--- src/rtl/alu_ctrl_pkg.sv ---
// alu_ctrl_pkg: opcodes, sequencer states, IR field positions and opcode classifiers.
package alu_ctrl_pkg;
  localparam int OPC_LSB = 27;
  localparam int RA_LSB = 23;
  localparam int RB_LSB = 19;
  localparam int RC_LSB = 15;
  localparam logic [4:0] OPC_ADD  = 5'b00011;
  localparam logic [4:0] OPC_SUB  = 5'b00100;
  localparam logic [4:0] OPC_AND  = 5'b00101;
  localparam logic [4:0] OPC_OR   = 5'b00110;
  localparam logic [4:0] OPC_SHR  = 5'b00111;
  localparam logic [4:0] OPC_SHRA = 5'b01000;
  localparam logic [4:0] OPC_SHL  = 5'b01001;
  localparam logic [4:0] OPC_ROR  = 5'b01010;
  localparam logic [4:0] OPC_ROL  = 5'b01011;
  localparam logic [4:0] OPC_NEG  = 5'b01100;
  localparam logic [4:0] OPC_NOT  = 5'b01101;
  localparam logic [4:0] OPC_MUL  = 5'b01111;
  localparam logic [4:0] OPC_DIV  = 5'b10000;
  localparam logic [4:0] OPC_NOP  = 5'b11010;
  localparam logic [4:0] OPC_HALT = 5'b11011;
  typedef enum logic [3:0] {
    S_IDLE, S_T0, S_T1, S_T1W, S_T2, S_T3, S_T4, S_T5, S_T6, S_HALTED
  } state_t;
  function automatic logic is_rr_alu(input logic [4:0] opc);
    return opc >= OPC_ADD && opc <= OPC_NOT;
  endfunction
  function automatic logic is_muldiv(input logic [4:0] opc);
    return opc == OPC_MUL || opc == OPC_DIV;
  endfunction
endpackage

--- src/rtl/alu_ctrl_mem_wait.sv ---
// alu_ctrl_mem_wait: counts consecutive memory wait cycles, flags the last allowed one.
module alu_ctrl_mem_wait #(
  parameter int TIMEOUT = 15
) (
  input  logic clk,
  input  logic clr,
  input  logic active,
  input  logic ready,
  output logic timeout
);
  localparam int W = $clog2(TIMEOUT + 1);
  logic [W-1:0] cnt;
  always_ff @(posedge clk or posedge clr)
    if (clr) cnt <= '0;
    else cnt <= (active && !ready) ? cnt + 1'b1 : '0;
  // fires on the TIMEOUT-th wait cycle that still sees no ready
  assign timeout = active && !ready && cnt == W'(TIMEOUT - 1);
endmodule

--- src/rtl/alu_ctrl_sequencer.sv ---
// alu_ctrl_sequencer: Moore fetch/execute sequencer for three-register ALU instructions.
// Define ALU_SEQ_MULDIV_EN to enable MUL/DIV (T6 with lo_in/hi_in); otherwise they are illegal.
module alu_ctrl_sequencer
  import alu_ctrl_pkg::*;
#(
  parameter int OPC_W = 5,
  parameter int REG_SEL_W = 4,
  parameter int CNT_W = 16,
  parameter int MEM_TIMEOUT = 15
) (
  input  logic                 clk,
  input  logic                 clr,
  input  logic                 run,
  input  logic [31:0]          ir_data,
  input  logic                 mem_ready,
  output logic                 pc_out,
  output logic                 mar_in,
  output logic                 inc_pc,
  output logic                 z_in,
  output logic                 zlow_out,
  output logic                 zhigh_out,
  output logic                 pc_in,
  output logic                 read,
  output logic                 mdr_in,
  output logic                 mdr_out,
  output logic                 ir_in,
  output logic                 y_in,
  output logic                 lo_in,
  output logic                 hi_in,
  output logic                 rout,
  output logic                 rin,
  output logic [REG_SEL_W-1:0] rout_sel,
  output logic [REG_SEL_W-1:0] rin_sel,
  output logic [OPC_W-1:0]     alu_op,
  output logic [CNT_W-1:0]     retired_cnt,
  output logic                 halted,
  output logic                 illegal_op,
  output logic                 mem_err
);
`ifdef ALU_SEQ_MULDIV_EN
  localparam bit MULDIV_EN = 1'b1;
`else
  localparam bit MULDIV_EN = 1'b0;
`endif
  state_t state, state_nx;
  logic retire, set_illegal, timeout, rr, md, unused;
  logic [OPC_W-1:0] opc;
  logic [REG_SEL_W-1:0] ra, rb, rc;
  state_t boundary;
  assign opc = ir_data[OPC_LSB +: OPC_W];
  assign ra = ir_data[RA_LSB +: REG_SEL_W];
  assign rb = ir_data[RB_LSB +: REG_SEL_W];
  assign rc = ir_data[RC_LSB +: REG_SEL_W];
  assign unused = ^ir_data[RC_LSB-1:0];
  assign rr = is_rr_alu(opc);
  assign md = MULDIV_EN && is_muldiv(opc);
  assign boundary = run ? S_T0 : S_IDLE;
  alu_ctrl_mem_wait #(.TIMEOUT(MEM_TIMEOUT)) u_mem_wait (
    .clk(clk), .clr(clr), .active(state == S_T1W), .ready(mem_ready), .timeout(timeout)
  );
  always_ff @(posedge clk or posedge clr)
    if (clr) begin
      state <= S_IDLE;
      retired_cnt <= '0;
      illegal_op <= 1'b0;
      mem_err <= 1'b0;
    end else begin
      state <= state_nx;
      if (retire) retired_cnt <= retired_cnt + 1'b1;
      if (set_illegal) illegal_op <= 1'b1;
      if (timeout) mem_err <= 1'b1;
    end
  always_comb begin
    {pc_out, mar_in, inc_pc, z_in, zlow_out, zhigh_out, pc_in, read} = '0;
    {mdr_in, mdr_out, ir_in, y_in, lo_in, hi_in, rout, rin, halted} = '0;
    rout_sel = '0;
    rin_sel = '0;
    alu_op = '0;
    retire = 1'b0;
    set_illegal = 1'b0;
    state_nx = state;
    case (state)
      S_IDLE: state_nx = boundary;
      S_T0: begin
        {pc_out, mar_in, inc_pc, z_in} = '1;
        state_nx = S_T1;
      end
      S_T1: begin
        {zlow_out, pc_in, read, mdr_in} = '1;
        state_nx = mem_ready ? S_T2 : S_T1W;
      end
      S_T1W: begin
        {read, mdr_in} = '1;
        state_nx = mem_ready ? S_T2 : timeout ? S_HALTED : S_T1W;
      end
      S_T2: begin
        {mdr_out, ir_in} = '1;
        state_nx = S_T3;
      end
      S_T3: begin
        if (rr || md) begin
          {rout, y_in} = '1;
          rout_sel = rb;
          state_nx = S_T4;
        end else if (opc == OPC_NOP) begin
          retire = 1'b1;
          state_nx = boundary;
        end else begin
          set_illegal = opc != OPC_HALT;
          state_nx = S_HALTED;
        end
      end
      S_T4: begin
        {rout, z_in} = '1;
        rout_sel = rc;
        alu_op = opc;
        state_nx = S_T5;
      end
      S_T5: begin
        zlow_out = 1'b1;
        lo_in = md;
        rin = !md;
        rin_sel = md ? '0 : ra;
        retire = !md;
        state_nx = md ? S_T6 : boundary;
      end
      S_T6: begin
        {zhigh_out, hi_in} = {2{MULDIV_EN}};
        retire = 1'b1;
        state_nx = boundary;
      end
      S_HALTED: halted = 1'b1;
      default: state_nx = S_IDLE;
    endcase
  end
endmodule

--- config.mk ---
export PLATFORM = sky130hd
export DESIGN_NAME = alu_ctrl_sequencer
export DESIGN_NICKNAME = d
export VERILOG_FILES = /design/src/rtl/alu_ctrl_pkg.sv /design/src/rtl/alu_ctrl_mem_wait.sv /design/src/rtl/alu_ctrl_sequencer.sv
export SDC_FILE = /design/constraint.sdc
export NUM_CORES = 1
export LEC_CHECK = 0
export CORE_UTILIZATION = 39
export DETAILED_ROUTE_END_ITERATION = 8
export GPL_TIMING_DRIVEN = 1
export PLACE_DENSITY = 0.83
export SLEW_MARGIN = 25
export SYNTH_ARGS = -nofsm -noshare
export SYNTH_HDL_FRONTEND = slang
export SYNTH_SLANG_ARGS = --single-unit
--- constraint.sdc ---
create_clock -name clk -period 1.75 [get_ports clk]
set_input_delay 0.2625 -clock clk [delete_from_list [all_inputs] [get_ports clk]]
set_output_delay 0.2625 -clock clk [all_outputs]
set_load 0.05 [all_outputs]
; After elaboration in Yosys (flattened, before gate mapping)
; Index checks and enable logic that the tools add are counted.
; W data, S select, Z words.
[word_totals]
latchBits = 0
ramBits = 0
wordCells = 60
memories = 0
rom_bits = 0
input_bits = 36
ff_bits = 26
[classes]
n_reduce_logical = 10
n_lt_le_gt_ge = 2
bitwise = 0
n_mux = 29
add_sub_neg = 2
eq_ne = 12
n_mul = 0
n_shift = 0
div = 0
[ops]
columns = cell, count
row1 = $pmux W4 S8, 1
row2 = $mux W4, 7
row3 = $add A16 B1 Y16 const B, 1
row4 = $eq A4 B3 Y1 const B, 4
row5 = $mux W1, 16
row6 = $eq A4 B4 Y1 const B, 3
row7 = $eq A4 B2 Y1 const B, 2
row8 = $pmux W4 S2, 1
row9 = $reduce_or A2 Y1, 4
row10 = $eq A5 B5 Y1 const B, 1
row11 = $ge A5 B2 Y1 const B, 1
row12 = $le A5 B4 Y1 const B, 1
row13 = $mux W5, 1
row14 = $ne A5 B5 Y1 const B, 1
row15 = $add A4 B1 Y4 const B, 1
row16 = $eq A4 B1 Y1 const B, 1
row17 = $logic_not A4 Y1, 1
row18 = $pmux W1 S2, 2
row19 = $logic_and A1 B1 Y1, 3
row20 = $mux W3, 1
row21 = $reduce_or A3 Y1, 1
row22 = $logic_not A1 Y1, 1

; Longest topological paths before layout
[depth]
ltp_word = 6
depth_mapped = 6
mapped_depth_nobuf = 4

; By module
; From an unflattened synthesis, not the netlist that was laid out.
[hier_totals]
cells_unflattened = 156
area_unflattened_um2 = 1580.3
[by_module_without_submodules]
columns = mod, cells_per_inst, area_each_um2, seq_area_each_um2, n_inst
row1 = alu_ctrl_sequencer, 137, 1380.1, 550.5, 1
row2 = alu_ctrl_mem_wait, 19, 200.2, 100.1, 1

; Worst setup path before layout
; No wires, ideal clock.
[synth_path]
path_kind = reg-to-output
from = reg state[0]
to = out z_in
stages_incl_launch_ff = 5
slack_ps = -1283
t_arrival_ps = 2770
n_path_buf = 1
cell_sequence = dfrtp_1 -> buf_4 -> inv_1 -> nor4_1 -> or2_2
[synth_between]
elab_chain_len = 3
elab_cells_between_ends = 4
cone_classes = eq/ne (2) / mux (1) / reduce/logical (1)
[synth_rtl]
columns = element, line
row1 = from (decl), alu_ctrl_sequencer.sv:45  ; state_t state, state_nx;
row2 = from (signal assigned), alu_ctrl_sequencer.sv:68  ; state <= state_nx;
row3 = $eq A4 B3 Y1 or $eq A4 B1 Y1 (tied branches), alu_ctrl_sequencer.sv:82  ; case (state)
row4 = $reduce_or A2 Y1 (no source line) *, -
row5 = $mux W1 *, alu_ctrl_sequencer.sv:82
row6 = to (decl), alu_ctrl_sequencer.sv:19  ; output logic z_in,
; Mark *: on every way between the ends. The rest lies on a longest branch, timed or not.

; Worst setup path in the final report
[layout_path]
from = reg state[2]
to = out zlow_out
[layout_between]
elab_chain_len = 3
elab_cells_between_ends = 4
cone_classes = eq/ne (2) / mux (1) / reduce/logical (1)
[layout_rtl]
columns = element, line
row1 = $eq A4 B3 Y1 or $eq A4 B2 Y1 (tied branches), alu_ctrl_sequencer.sv:82
row2 = $reduce_or A2 Y1 (no source line) *, -
row3 = $mux W1 *, alu_ctrl_sequencer.sv:82
row4 = to (decl), alu_ctrl_sequencer.sv:20  ; output logic zlow_out,
; Marks and branches as above.

==> impl_metrics.xml <==
<?xml version="1.0" encoding="UTF-8"?>
<metrics>
  <group name="critical_path">
    <metric name="critical_path_arrival" unit="ns">1.67</metric>
    <metric name="timing.critical_path.required" unit="ns">1.49</metric>
    <metric name="r2r.worst_path.cells" unit="">8</metric>
    <metric name="critical_path_capture_point_type" unit="">primary output</metric>
    <metric name="critical_path.slowest_cell" unit="">sky130_fd_sc_hd__dfrtp_1</metric>
    <metric name="worst_path_largest_cell_delay" unit="ns">0.45</metric>
    <metric name="critical-path-top-delay-family" unit="">simple AND/OR/NAND/NOR gates</metric>
    <metric name="r2r_start" unit="">state[2]$_DFFE_PP0N_</metric>
    <metric name="timing.critical_path.from_type" unit="">register</metric>
    <metric name="critical_path.cell_chain" unit="">buf_6 -&gt; or3b_4 -&gt; nor2_4 -&gt; or2_4 -&gt; buf_12</metric>
    <metric name="timing.setup.critical_path_class" unit="">register to primary output</metric>
    <metric name="ff2ff_setup_slack" unit="ns">-0.03</metric>
    <metric name="worstPathMaxFanout" unit="">4</metric>
    <metric name="timing.critical_path.buf_inv" unit="">2</metric>
    <metric name="worst_r2r_endpoint" unit="">retired_cnt[7]$_DFFE_PP0P_</metric>
  </group>
  <group name="clock_network">
    <metric name="tritoncts_clock_tree" unit="">yes</metric>
    <metric name="cts_root_buffer" unit="">sky130_fd_sc_hd__clkbuf_8</metric>
    <metric name="worst_skew_pair.late_latency" unit="ns">0.27</metric>
    <metric name="cts_buffer_depth" unit="">2</metric>
    <metric name="clock-sinks" unit="">26</metric>
    <metric name="cts_htree_levels" unit="">1</metric>
    <metric name="cts_buffers" unit="">3</metric>
    <metric name="clock_slew_at_the_register_clock_pins_of_the_worst_setup_and_hold_paths" unit="ns">0.09</metric>
    <metric name="hold_bufs_at_cts" unit="">0</metric>
  </group>
  <group name="timing">
    <metric name="fin_skew" unit="ns">0.00282</metric>
    <metric name="final_period_minus_worst_setup_slack" unit="ns">1.93</metric>
    <metric name="fmax" unit="GHz">0.518</metric>
    <metric name="rsz_0062_raised_after_global_routing" unit="">true</metric>
    <metric name="finalSetupViolations" unit="">24</metric>
    <metric name="report.final.hold_viol_count" unit="">0</metric>
    <metric name="period_share" unit="%">110</metric>
    <metric name="final.setup.worst_slack" unit="ns">-0.182</metric>
    <metric name="final-max-slew-violation-count" unit="">0</metric>
  </group>
  <group name="pwr">
    <metric name="power-per-cell-area" unit="nW/um^2">1400</metric>
    <metric name="max-vdd-ir-drop" unit="mV">0.932</metric>
    <metric name="power.static_leakage" unit="nW">1.37</metric>
  </group>
  <group name="layout">
    <metric name="antenna-diode-count" unit="">0</metric>
    <metric name="layout.core_utilization" unit="%">80.3</metric>
    <metric name="final_cell_area" unit="um^2">3030</metric>
    <metric name="area_growth_from_synthesis_to_layout" unit="%">91.2</metric>
    <metric name="num-nets-final" unit="">285</metric>
    <metric name="post_route_cells_drive_above_1_share" unit="%">58.0</metric>
  </group>
  <group name="global_routing">
    <metric name="grt_max_degree" unit="">27</metric>
    <metric name="number_of_global_route_vias_before_repair" unit="">1519</metric>
    <metric name="grt_overflow_total" unit="">0</metric>
    <metric name="overall_fraction_of_global_route_tracks_in_use" unit="%">22.8</metric>
    <metric name="grt_pass1_wl" unit="um">7420</metric>
    <metric name="grt_antenna_before_repair" unit="">0</metric>
  </group>
  <group name="synthesis">
    <metric name="async_set_reset_flop_share_out_of_synthesis" unit="%">100</metric>
    <metric name="ys_ff_latch" unit="">26</metric>
    <metric name="synth.yosys.warnings" unit="">0</metric>
    <metric name="synth_enable_flop_cells" unit="">0</metric>
    <metric name="ys_dominant_reg_cell" unit="">sky130_fd_sc_hd__dfrtp_1</metric>
    <metric name="synth.lib_cells_used.distinct" unit="">43</metric>
    <metric name="yosysTopAreaCell" unit="">sky130_fd_sc_hd__dfrtp_1</metric>
    <metric name="synth_top_cell_area_share" unit="%">41.1</metric>
    <metric name="synth_top_cells_by_area" unit="">sky130_fd_sc_hd__dfrtp_1 41%, sky130_fd_sc_hd__xnor2_1 8.9%, sky130_fd_sc_hd__o211ai_2 5.5%</metric>
    <metric name="syn-instance-count" unit="">152</metric>
    <metric name="synth_area" unit="um^2">1580</metric>
    <metric name="synthesis.area_per_instance" unit="um^2">10.4</metric>
    <metric name="yosysSeqAreaShare" unit="%">41.1</metric>
  </group>
  <group name="floorplan">
    <metric name="die_area" unit="um^2">4320</metric>
    <metric name="num_io_pins" unit="">84</metric>
    <metric name="die_height" unit="um">65.7</metric>
    <metric name="start_util" unit="%">42.0</metric>
    <metric name="die_w" unit="um">65.7</metric>
    <metric name="standard_cell_rows" unit="">22</metric>
    <metric name="core_area" unit="um^2">3770</metric>
  </group>
  <group name="job">
    <metric name="drv.max_cap_violation_count" unit="">0</metric>
  </group>
  <group name="drt">
    <metric name="vias" unit="">1578</metric>
    <metric name="final_wirelength" unit="um">5110</metric>
    <metric name="routed_via_density" unit="">5.39</metric>
    <metric name="initialDrtViolationCount" unit="">50</metric>
    <metric name="routedWlPerCell" unit="um">17.4</metric>
    <metric name="route.detailed.drc" unit="">0</metric>
    <metric name="drt_first_pass_iters" unit="">5</metric>
    <metric name="postRouteAntennaNets" unit="">0</metric>
  </group>
  <group name="placement">
    <metric name="placement.io_buffers" unit="">65</metric>
    <metric name="post_dp_cell_area" unit="um^2">2700</metric>
    <metric name="post_placement_worst_setup_slack" unit="ns">-0.524</metric>
    <metric name="globalplace.congestion" unit="">0.825</metric>
    <metric name="hpwl" unit="um">3320</metric>
  </group>
  <group name="hold_path">
    <metric name="holdCritPathClass" unit="">input pin to asynchronous set/reset pin</metric>
  </group>
  <group name="run_status">
    <metric name="status" unit="">finished, violations left</metric>
    <metric name="violations" unit="">setup timing</metric>
  </group>
</metrics>
## tightest hold or removal path: stages
cell	delay, ns
sky130_fd_sc_hd__clkdlybuf4s50_1	0.39
sky130_fd_sc_hd__inv_1	0.05
sky130_fd_sc_hd__buf_4	0.30
## cells in the final DEF, fill, tap and decap left out, drive strengths merged, types with 2 or more instances in the layout
cell            n
o21ai           3
nor3            4
a31o            2
dfrtp          26
a22o            4
o211ai          7
nand3           3
or2             4
ha              3
nor2           12
o2111ai         7
clkbuf          3
conb            3
and2           10
inv             5
a21oi           2
and3            7
nand4           3
buf            84
clkdlybuf4s50  15
xnor2          16
nand2           2
## synth_stat cells (4+ instances only)
| library cell | n |
|---|---|
| sky130_fd_sc_hd__and2_1 | 10 |
| sky130_fd_sc_hd__nor2_1 | 12 |
| sky130_fd_sc_hd__dfrtp_1 | 26 |
| sky130_fd_sc_hd__buf_4 | 10 |
| sky130_fd_sc_hd__o2111ai_1 | 6 |
| sky130_fd_sc_hd__or2_2 | 4 |
| sky130_fd_sc_hd__and3_1 | 6 |
| sky130_fd_sc_hd__o211ai_2 | 7 |
| sky130_fd_sc_hd__xnor2_1 | 16 |
| sky130_fd_sc_hd__a22o_1 | 4 |
| sky130_fd_sc_hd__inv_1 | 6 |
## per-layer routing
layer	vias up	routed length, um	track usage (%)
li1	720	-	-
met2	56	2720	39.3
met3	12	250	3.82
met5	-	0	0
met1	790	2010	28.7
met4	0	120	7.07
## worst max-delay path by stage
stage | start | to | slack, ns | cells after the start
2_1_floorplan | ir_data[28] | rout | -0.30 | 4
3_3_place_gp | ir_data[28] | rout_sel[3] | -0.49 | 6
3_5_place_dp | ir_data[28] | rout_sel[2] | -0.52 | 6
4_1_cts | state[3]$_DFFE_PP0N_ | zlow_out | -0.13 | 5
5_1_grt | state[2]$_DFFE_PP0N_ | zlow_out | -0.21 | 5
6_report | state[2]$_DFFE_PP0N_ | zlow_out | -0.18 | 5
## through the flow
step | setup TNS, ns | hold slack (ns) | power (mW) | std cells
finish | -1.81 | 0.331 | 4.23 | 293
global route | -3.44 | 0.373 | 4.38 | 293
CTS | -1.04 | 0.344 | 4.02 | 287
detailed placement | -6.56 | 0.456 | 3.37 | 273
global placement | -5.63 | 0.452 | 3.31 | 273
floorplan | -1.85 | 0.303 | 2.31 | 154
## cell type report
cell class / instances / area (um^2)
sequential: 26 / 653
clock inverter: 1 / 30.0
multi-input combinational: 108 / 1020
timing repair buffer: 101 / 1200
clock buffer: 3 / 41.3
inverter: 6 / 26.3
tap: 48 / 60.1
fill: 188 / 744
## kinds of logic (layout without fill, tap and decap cells)
kind of cell               Yosys count  count (layout)  share of synthesized area, %
xor gates and xnor gates            17              17                          9.41
AOI/OAI and AO/OA                   30              30                          17.7
other                                1               3                         0.237
DFF                                 26              26                          41.1
and+or+nand+nor                     53              54                          20.2
buffers and inverters               21             111                          8.30
adders and majority gates            3               3                          2.37
muxes                                1               1                         0.711
## power by group
part | switching [mW] | total (mW) | internal, mW
Sequential | 0.152 | 0.849 | 0.697
Combinational | 1.50 | 2.87 | 1.37
Clock | 0.200 | 0.506 | 0.306
Total | 1.85 | 4.23 | 2.38
## repair_timing
item,4_1_cts,5_1_grt
setup buffers,10,6
pin swaps,8,13
setup endpoints to repair,24,42
endpoints found under the hold margin,0,0
cloned,1,0
gates resized for setup,30,25
## state kept, by name, indices dropped and copies added, names as in the netlist
signal,flops
state,4
illegal_op,1
mem_err,1
retired_cnt,16
u_mem_wait.cnt,4
Note: power is estimated with default switching activity, not from simulation.
